**src/rtl/imm_pkg.sv**
```systemverilog
// Immediate format codes and legal range limits.
// Shared by the encoder and the immediate extender.
package imm_pkg;

  typedef enum logic [2:0] {
    IMM_I = 3'b000,
    IMM_S = 3'b001,
    IMM_B = 3'b010,
    IMM_U = 3'b011,
    IMM_J = 3'b100
  } imm_src_e;

  localparam int signed IS_MIN = -2048;
  localparam int signed IS_MAX = 2047;
  localparam int signed B_MIN  = -4096;
  localparam int signed B_MAX  = 4094;
  localparam int signed J_MIN  = -1048576;
  localparam int signed J_MAX  = 1048574;

endpackage

```
**src/rtl/imm_encoder_if.sv**
```systemverilog
// Request/response bundle of the immediate encoder.
// master drives requests and Ready_i, slave is the encoder.
interface imm_encoder_if #(
  parameter int DATAWIDTH = 32
);

  logic [2:0]           ImmSrc_i;
  logic [DATAWIDTH-1:0] Imm_i;
  logic [DATAWIDTH-1:0] Base_i;
  logic                 Valid_i;
  logic                 Ready_o;
  logic [DATAWIDTH-1:0] Instr_o;
  logic                 Err_o;
  logic                 Valid_o;
  logic                 Ready_i;

  modport master (
    output ImmSrc_i, Imm_i, Base_i,
    output Valid_i, Ready_i,
    input  Ready_o, Instr_o,
    input  Err_o, Valid_o
  );

  modport slave (
    input  ImmSrc_i, Imm_i, Base_i,
    input  Valid_i, Ready_i,
    output Ready_o, Instr_o,
    output Err_o, Valid_o
  );

endinterface

```
**src/rtl/imm_range_check.sv**
```systemverilog
// Flags immediates that do not fit the format,
// are misaligned, or use an illegal format code.
module imm_range_check
  import imm_pkg::*;
#(
  parameter int DATAWIDTH = 32
) (
  input  logic [2:0]           src,
  input  logic [DATAWIDTH-1:0] imm,
  output logic                 err
);

  logic signed [DATAWIDTH-1:0] simm;

  assign simm = $signed(imm);

  // per-format range and alignment test
  always_comb begin
    err = 1'b1;
    unique case (1'b1)
      (src == IMM_I),
      (src == IMM_S):
        err = (simm < IS_MIN) || (simm > IS_MAX);
      (src == IMM_B):
        err = (simm < B_MIN) || (simm > B_MAX)
              || imm[0];
      (src == IMM_U):
        err = |imm[11:0];
      (src == IMM_J):
        err = (simm < J_MIN) || (simm > J_MAX)
              || imm[0];
      default:
        err = 1'b1;
    endcase
  end

endmodule

```
**src/rtl/imm_encoder.sv**
```systemverilog
// Two-stage immediate packer: S1 latches request and
// range flag, S2 holds the packed instruction.
module imm_encoder
  import imm_pkg::*;
#(
  parameter int DATAWIDTH = 32
) (
  input  logic        clk_i,
  input  logic        rst_n_i,
  imm_encoder_if.slave bus,
  output logic [15:0] EncCount_o,
  output logic [7:0]  ErrCount_o
);

  logic                 s1_valid;
  logic [2:0]           s1_src;
  logic [DATAWIDTH-1:0] s1_imm;
  logic [DATAWIDTH-1:0] s1_base;
  logic                 s1_err;

  logic                 s2_valid;
  logic [DATAWIDTH-1:0] s2_instr;
  logic                 s2_err;

  logic                 chk_err;
  logic [DATAWIDTH-1:0] packed_instr;
  logic                 in_xfer;
  logic                 out_xfer;
  logic                 s2_load;
  logic                 ready;

  imm_range_check #(
    .DATAWIDTH (DATAWIDTH)
  ) u_range (
    .src (bus.ImmSrc_i),
    .imm (bus.Imm_i),
    .err (chk_err)
  );

  assign out_xfer = s2_valid && bus.Ready_i;
  assign s2_load  = s1_valid
                    && (!s2_valid || bus.Ready_i);
  assign ready    = !s1_valid || s2_load;
  assign in_xfer  = bus.Valid_i && ready;

  assign bus.Ready_o = ready;
  assign bus.Valid_o = s2_valid;
  assign bus.Instr_o = s2_instr;
  assign bus.Err_o   = s2_err;

  // stage 1: capture request and its range flag
  always_ff @(posedge clk_i or negedge rst_n_i) begin
    if (!rst_n_i) begin
      s1_valid <= 1'b0;
      s1_src   <= '0;
      s1_imm   <= '0;
      s1_base  <= '0;
      s1_err   <= 1'b0;
    end else if (in_xfer) begin
      s1_valid <= 1'b1;
      s1_src   <= bus.ImmSrc_i;
      s1_imm   <= bus.Imm_i;
      s1_base  <= bus.Base_i;
      s1_err   <= chk_err;
    end else if (s2_load) begin
      s1_valid <= 1'b0;
    end
  end

  // scatter immediate bits into the base word
  always_comb begin
    packed_instr = s1_base;
    unique case (1'b1)
      (s1_src == IMM_I): begin
        packed_instr[31:20] = s1_imm[11:0];
      end
      (s1_src == IMM_S): begin
        packed_instr[31:25] = s1_imm[11:5];
        packed_instr[11:7]  = s1_imm[4:0];
      end
      (s1_src == IMM_B): begin
        packed_instr[31]    = s1_imm[12];
        packed_instr[7]     = s1_imm[11];
        packed_instr[30:25] = s1_imm[10:5];
        packed_instr[11:8]  = s1_imm[4:1];
      end
      (s1_src == IMM_U): begin
        packed_instr[31:12] = s1_imm[31:12];
      end
      (s1_src == IMM_J): begin
        packed_instr[31]    = s1_imm[20];
        packed_instr[30:21] = s1_imm[10:1];
        packed_instr[20]    = s1_imm[11];
        packed_instr[19:12] = s1_imm[19:12];
      end
      default: begin
        packed_instr = s1_base;
      end
    endcase
  end

  // stage 2: hold result until downstream takes it
  always_ff @(posedge clk_i or negedge rst_n_i) begin
    if (!rst_n_i) begin
      s2_valid <= 1'b0;
      s2_instr <= '0;
      s2_err   <= 1'b0;
    end else if (s2_load) begin
      s2_valid <= 1'b1;
      s2_instr <= packed_instr;
      s2_err   <= s1_err;
    end else if (out_xfer) begin
      s2_valid <= 1'b0;
    end
  end

  // count completed transfers and errored ones
  always_ff @(posedge clk_i or negedge rst_n_i) begin
    if (!rst_n_i) begin
      EncCount_o <= '0;
      ErrCount_o <= '0;
    end else if (out_xfer) begin
      EncCount_o <= EncCount_o + 16'd1;
      if (s2_err && (ErrCount_o != 8'hFF))
        ErrCount_o <= ErrCount_o + 8'd1;
    end
  end

endmodule

```
**src/flat_wrapper.sv**
```systemverilog
// flat-port wrapper written by rule: the top's interface ports become plain ports
module imm_encoder_flat import imm_pkg::*;
#(
  parameter int DATAWIDTH = 32
)
  (clk_i, rst_n_i, EncCount_o, ErrCount_o, bus_ImmSrc_i, bus_Imm_i, bus_Base_i, bus_Valid_i, bus_Ready_i, bus_Ready_o, bus_Instr_o, bus_Err_o, bus_Valid_o);
  imm_encoder_if #(.DATAWIDTH(DATAWIDTH)) bus_i ();
  input  logic clk_i;
  input  logic rst_n_i;
  output logic [15:0] EncCount_o;
  output logic [7:0] ErrCount_o;
  input wire logic [$bits(bus_i.ImmSrc_i)-1:0] bus_ImmSrc_i;
  input wire logic [$bits(bus_i.Imm_i)-1:0] bus_Imm_i;
  input wire logic [$bits(bus_i.Base_i)-1:0] bus_Base_i;
  input wire logic [$bits(bus_i.Valid_i)-1:0] bus_Valid_i;
  input wire logic [$bits(bus_i.Ready_i)-1:0] bus_Ready_i;
  output wire logic [$bits(bus_i.Ready_o)-1:0] bus_Ready_o;
  output wire logic [$bits(bus_i.Instr_o)-1:0] bus_Instr_o;
  output wire logic [$bits(bus_i.Err_o)-1:0] bus_Err_o;
  output wire logic [$bits(bus_i.Valid_o)-1:0] bus_Valid_o;
  assign bus_i.ImmSrc_i = bus_ImmSrc_i;
  assign bus_i.Imm_i = bus_Imm_i;
  assign bus_i.Base_i = bus_Base_i;
  assign bus_i.Valid_i = bus_Valid_i;
  assign bus_i.Ready_i = bus_Ready_i;
  assign bus_Ready_o = bus_i.Ready_o;
  assign bus_Instr_o = bus_i.Instr_o;
  assign bus_Err_o = bus_i.Err_o;
  assign bus_Valid_o = bus_i.Valid_o;
  imm_encoder #(.DATAWIDTH(DATAWIDTH)) u_core (.clk_i(clk_i), .rst_n_i(rst_n_i), .bus(bus_i), .EncCount_o(EncCount_o), .ErrCount_o(ErrCount_o));
endmodule
```
**config.mk**
```make
export PLATFORM = sky130hd
export DESIGN_NAME = imm_encoder_flat
export DESIGN_NICKNAME = d
export VERILOG_FILES = /design/src/rtl/imm_pkg.sv /design/src/rtl/imm_encoder_if.sv /design/src/rtl/imm_range_check.sv /design/src/rtl/imm_encoder.sv /design/src/flat_wrapper.sv
export SDC_FILE = /design/constraint.sdc
export NUM_CORES = 1
export LEC_CHECK = 0
export BUFFER_PORTS_ARGS = -buffer_cell sky130_fd_sc_hd__buf_2
export CAP_MARGIN = 20
export CELL_PAD_IN_SITES_DETAIL_PLACEMENT = 1
export CELL_PAD_IN_SITES_GLOBAL_PLACEMENT = 2
export CORE_MARGIN = 2
export CORE_UTILIZATION = 37
export DETAILED_ROUTE_END_ITERATION = 8
export PLACE_DENSITY_LB_ADDON = 0.1
export SYNTH_ARGS = -nofsm -noshare
export SYNTH_HDL_FRONTEND = slang
export SYNTH_SLANG_ARGS = --single-unit
```
**constraint.sdc**
```tcl
create_clock -name clk_i -period 4.9 [get_ports clk_i]
set_input_delay 0.245 -clock clk_i [delete_from_list [all_inputs] [get_ports clk_i]]
set_output_delay 0.245 -clock clk_i [all_outputs]
set_load 0.01 [all_outputs]
```
-- Yosys cells after proc, flatten, opt, wreduce, memory -nomap -nowiden
Cells that the tools add are included.
Widths: inputs -> output; s select.
- add/sub/neg operators: 2
- $lt $le $gt $ge: 6
- equal/unequal tests: 9
- multiplexer cells: 9
- reduce and logical (&&, ||, !) cells: 22
- operators by type and width (operator ; count):
    $gt 32x12->1 const B ; 1
    $gt 32x13->1 const B ; 1
    $gt 32x21->1 const B ; 1
    $lt 32x12->1 const B ; 1
    $lt 32x13->1 const B ; 1
    $lt 32x21->1 const B ; 1
    $pmux 7 s4 ; 1
    $add 16x1->16 const B ; 1
    $pmux 5 s3 ; 1
    $eq 3x2->1 const B ; 4
    $reduce_or 12->1 ; 1
    $pmux 5 s2 ; 1
    $add 8x1->8 const B ; 1
    $mux 8 ; 1
    $ne 8x8->1 const B ; 1
    $logic_or 1x1->1 ; 7
    $eq 3x1->1 const B ; 2
    $eq 3x3->1 const B ; 2
    $logic_not 3->1 ; 2
    $reduce_or 2->1 ; 3
    $logic_and 1x1->1 ; 4
    $mux 1 ; 4
    $pmux 1 s4 ; 1
    $reduce_bool 2->1 ; 2
    2 further kinds ; 3
- flip-flop bits (word level): 127
- input bits: 71
- output and inout bits: 59
- logic and storage cells: 58

-- Longest topological paths before layout
- depth after elaboration: 6
- depth in mapped cells: 7

-- Hierarchy
From an unflattened synthesis, not the netlist that was laid out.
- cell total of the unflattened synthesis: 466
- area, all modules: 5660.4 sq um
- by module, submodules not included (module ; instances ; cells each ; area an instance (sq um) ; sequential area each (sq um)):
    imm_encoder ; 1 ; 439 ; 5470.2 ; 3178.0
    imm_range_check ; 1 ; 27 ; 190.2 ; 0.0

-- Worst setup path after synthesis
Ideal clock, no wire load.
- path type: register to register
- start: reg u_core.ErrCount_o[0]
- end: reg u_core.ErrCount_o[5]
- data arrival time: 1.559 ns
- data required time: 4.821 ns
- setup slack: 3.262 ns
- cell stages (with the launch flop): 7
- period minus slack after synthesis: 1.638 ns
- path through: dfrtp_1 ha_1 and3_1 a31oi_4 nand4_2 nor2_1 xor2_1
- longest elaborated chain between the ends: 3
- elaborated cells between the ends (all ways): 4
- classes of those cells: add/sub: 1; eq/ne: 1; reduce/logical: 2
- ends and longest elaborated chain (item ; line ; RTL):
    start: declaration ; imm_encoder.sv:12 ; output logic [7:0] ErrCount_o
    start signal: assignment ; imm_encoder.sv:125 ; ErrCount_o <= ErrCount_o + 8'd1;
    branches (longest 3 deep; another with $add 8x1->8) ; n/a ;
Parallel ways; which one is timed is not known.
A chain may end at the register's enable or synchronous reset.

-- Worst setup path in the final report
- start: reg u_core.s1_src[0]
- end: reg u_core.s2_instr[19], in the netlist u_core.bus.Instr_o[19]
- longest elaborated chain between the ends: 3
- elaborated cells between the ends (all ways): 4
- classes of those cells: eq/ne: 2; mux: 1; reduce/logical: 1
- ends and longest elaborated chain (item ; line ; RTL):
    start: declaration ; imm_encoder.sv:16 ; logic [2:0] s1_src;
    start signal: assignment ; imm_encoder.sv:61 ; s1_src <= bus.ImmSrc_i;
    $eq 3x3->1 or $eq 3x2->1 (tied branches) ; imm_encoder.sv:90, imm_encoder.sv:87 ;
    $reduce_or 2->1 (no source line) * ; n/a ;
    $mux 8 * ; imm_encoder.sv:73 ; unique case (1'b1)
    end signal: assignment ; imm_encoder.sv:110 ; s2_instr <= packed_instr;
    end: declaration ; imm_encoder.sv:22 ; logic [DATAWIDTH-1:0] s2_instr;
Every way passes the cells marked *; elsewhere a longest branch is shown, timed or not.

==> flow_summary.ini <==
[clock_tree]
clock_latency_ps = 420
cts_tree = built
cts_buffer_depth = 2
htreeDepth = 4
cts_inserted_buffers = 17
cts_resized = 0
path_clk_slew_ps = 60
root_buffer = clkbuf_16
clock-sinks = 127

[finish]
utilization_pct = 48.3
fin_cells = 838
area.sequential_um2 = 3180
fillers = 1636
multi_input_area_um2 = 2250
nets = 714
synthToLayoutAreaGrowth_pct = 26.9
drive_above_1_share_pct = 33.9
antenna_cells = 0

[timing]
period_share_pct = 40.8
finalSetupViolCount = 0
worstMarginPinSlew_ps = 1050
finalMaxSlewViolations = 0
hold_viol = 0
max-slew-margin-rel_pct = 29.7
finalCriticalPeriod_ps = 2000
clock_skew_ps = 6.80
rsz0062_at_grt = no
finalSetupTns_ps = 0
fmax_mhz = 500

[critical_path]
crit_buf_inv = 1
critPathMaxStageDelay_ps = 580
crit_chain = and2_4, nand2b_2, a21boi_1, buf_4, mux2i_1, o21ai_0
path_delay_family = flip-flops
setup.worst_path.start_class = flip-flop
timing.rr.start = u_core.s1_src[0]$_DFFE_PN0P_
path_max_fanout = 14
cp_data_required_time_ps = 5190
worstPathArrival_ps = 2290
critical-path-slowest-cell = dfrtp_1
worstSetupStartpoint = u_core.s1_src[0]$_DFFE_PN0P_
critPathKind = flip-flop to flip-flop
endpoint_kind = flip-flop

[yosys]
synth-seq-cells = 127
syn_inst = 511
yosysWarnings = 0
synthFlopType = dfrtp_1
synth_area_um2 = 5570
ys_async_sr_fraction_pct = 100
syn_avg_cell_area_um2 = 10.9
ys_types = 47
synth-edff-count = 0
syn_nets = 584
yosysSeqAreaShare_pct = 57.1

[power_and_ir_drop]
ir_drop_v = 0.000247
leakage_nw = 3.48
clockPowerShare_pct = 42.1
seq_power_share_pct = 40.0
finalPower_w = 0.00358
power_density_nw_per_um2 = 506
combPwrFrac_pct = 18.0
p_int_w = 0.00257
p_switching_w = 0.00101
p_sw_share_pct = 28.2

[die]
initial_utilization_pct = 38.0
die_w_um = 127
core.rowCount = 44
pin_count = 130
core_area_um2 = 14600
die_h_um = 127
die-area_um2 = 16100

[route]
drt_iter0_drc = 119
drc = 0
drtPass1Iterations = 4
drt-total-wl_um = 15000
viasPerCell = 5.06
vias = 4240
wire_per_inst_um = 17.9
postRouteAntennaNets = 0

[global_routing]
grtUsageTotal_pct = 19.4
grt-ovfl-total = 0
grt_pass1_wl_um = 23700
grt_max_degree = 72
antenna_found_initial = 1
grt_pass1_vias = 4341

[placement]
dp.cells = 803
post-dp-hpwl_um = 10300
io_buffer_count = 129
gp_congestion = 0.792

[status]
status = finished clean

[hold_path]
worstHoldStart = bus_Base_i[6]
worstHoldPathType = primary input to flip-flop

[run]
drv_cap = 0
==> path summary, 6_finish.rpt <==
path	endpoint	slack [ps]	cells past startpoint
worst max-delay path	u_core.bus.Instr_o[19]$_DFFE_PN0P_	2900	6
worst min-delay path	u_core.s1_base[6]$_DFFE_PN0P_	10	3
worst max register to register	u_core.bus.Instr_o[19]$_DFFE_PN0P_	2900	6
worst min register to register	u_core.EncCount_o[15]$_DFFE_PN0P_	470	1
max in group asynchronous	u_core.bus.Instr_o[27]$_DFFE_PN0P_	3080	3
min in group asynchronous	u_core.EncCount_o[14]$_DFFE_PN0P_	510	2
==> power by group through the flow <==
stage                     Sequential, W  Clock [W]  Combinational, W
after floorplan                 0.00145          0          0.000342
after global placement          0.00143          0          0.000626
after detailed placement        0.00145          0          0.000647
after global routing            0.00146    0.00158          0.000720
final                           0.00143    0.00151          0.000643
after CTS                       0.00143    0.00154          0.000652
==> flip-flops by register name (all words and copies together), names as in the netlist <==
signal	cells
u_core.bus.Valid_o	1
u_core.s1_src	3
u_core.s1_base	32
u_core.bus.Err_o	1
u_core.ErrCount_o	8
u_core.s1_valid	1
u_core.s1_err	1
u_core.EncCount_o	16
u_core.s1_imm	32
u_core.bus.Instr_o	32
==> metal layers <==
metal  global-route usage, %  vias to the layer above  wire, µm
li1                        -                     2017         -
met1                    26.2                     2100      6880
met2                    30.8                      102      7270
met3                    6.03                       19       668
met4                    4.65                        2       138
met5                       0                        -        11
==> cell families (layout without fill, tap and decap cells) <==
group | count (synthesis) | after routing | synth area share, %
and+or+nand+nor | 212 | 212 | 17.3
DFF | 127 | 127 | 57.1
muxes | 62 | 62 | 12.4
AOI/OAI and AO/OA | 58 | 58 | 6.45
buffers and inverters | 26 | 169 | 2.56
xor gates and xnor gates | 24 | 24 | 3.77
adders and majority gates | 2 | 2 | 0.449
==> worst min-delay path, stage by stage <==
cell and delay [ps]:
buf_2 80, nand2_1 40, nand2_1 50
==> metrics by stage <==
step	hold WS (ps)	setup WS (ps)	cell area, µm²
6_report	12.0	2900	7070
5_1_grt	16.6	2760	7070
4_1_cts	1.80	2370	7040
3_5_place_dp	444	2380	6330
3_3_place_gp	433	2510	6330
2_1_floorplan	-50.6	3260	5570
==> cells in the mapped netlist (all sizes together) (5+ instances only) <==
| cell type | count | share of area, % |
|---|---|---|
| buf | 18 | 2.0 |
| xnor2 | 16 | 2.5 |
| nand3 | 5 | 0.45 |
| o31ai | 6 | 0.81 |
| dfrtp | 127 | 57 |
| nor4 | 8 | 0.90 |
| mux2i | 17 | 3.1 |
| nand2 | 142 | 9.6 |
| o21ai | 24 | 2.2 |
| nor2 | 22 | 1.6 |
| xor2 | 8 | 1.3 |
| mux2 | 45 | 9.4 |
| nand2b | 5 | 0.61 |
| nand4 | 13 | 1.7 |
| o22ai | 9 | 1.0 |
| a21oi | 8 | 0.72 |
==> what timing repair did <==
item / CTS / global route
hold buffers: 1 / 0
hold endpoints to repair: 8 / 0
setup buffers: 0 / 0
==> area by class of cell <==
class	count	area share (%)
sequential	127	45.0
multi-input combinational	358	31.9
timing repair buffer	133	9.81
clock buffer	18	6.21
clock inverter	14	3.70
tap	184	3.26
inverter	4	0.212
==> cells in the final DEF, fill, tap and decap left out, types with 3 or more instances in the layout <==
master,Yosys,routed
nand2_1,141,140
buf_2,12,128
dfrtp_1,127,127
mux2_2,41,41
o21ai_0,22,22
nor2_1,20,20
mux2i_1,17,17
clkbuf_16,0,17
xnor2_1,16,16
nand4_1,11,11
o22ai_1,9,9
xor2_1,8,8
a21oi_1,8,8
nor4_1,8,8
bufinv_16,0,7
o31ai_1,6,6
nand3_1,5,5
mux2_4,4,4
inv_1,4,4
and3_1,4,4
nand2b_1,4,4
nor3_1,3,3
buf_4,2,3
(Power assumes the default switching activity.)
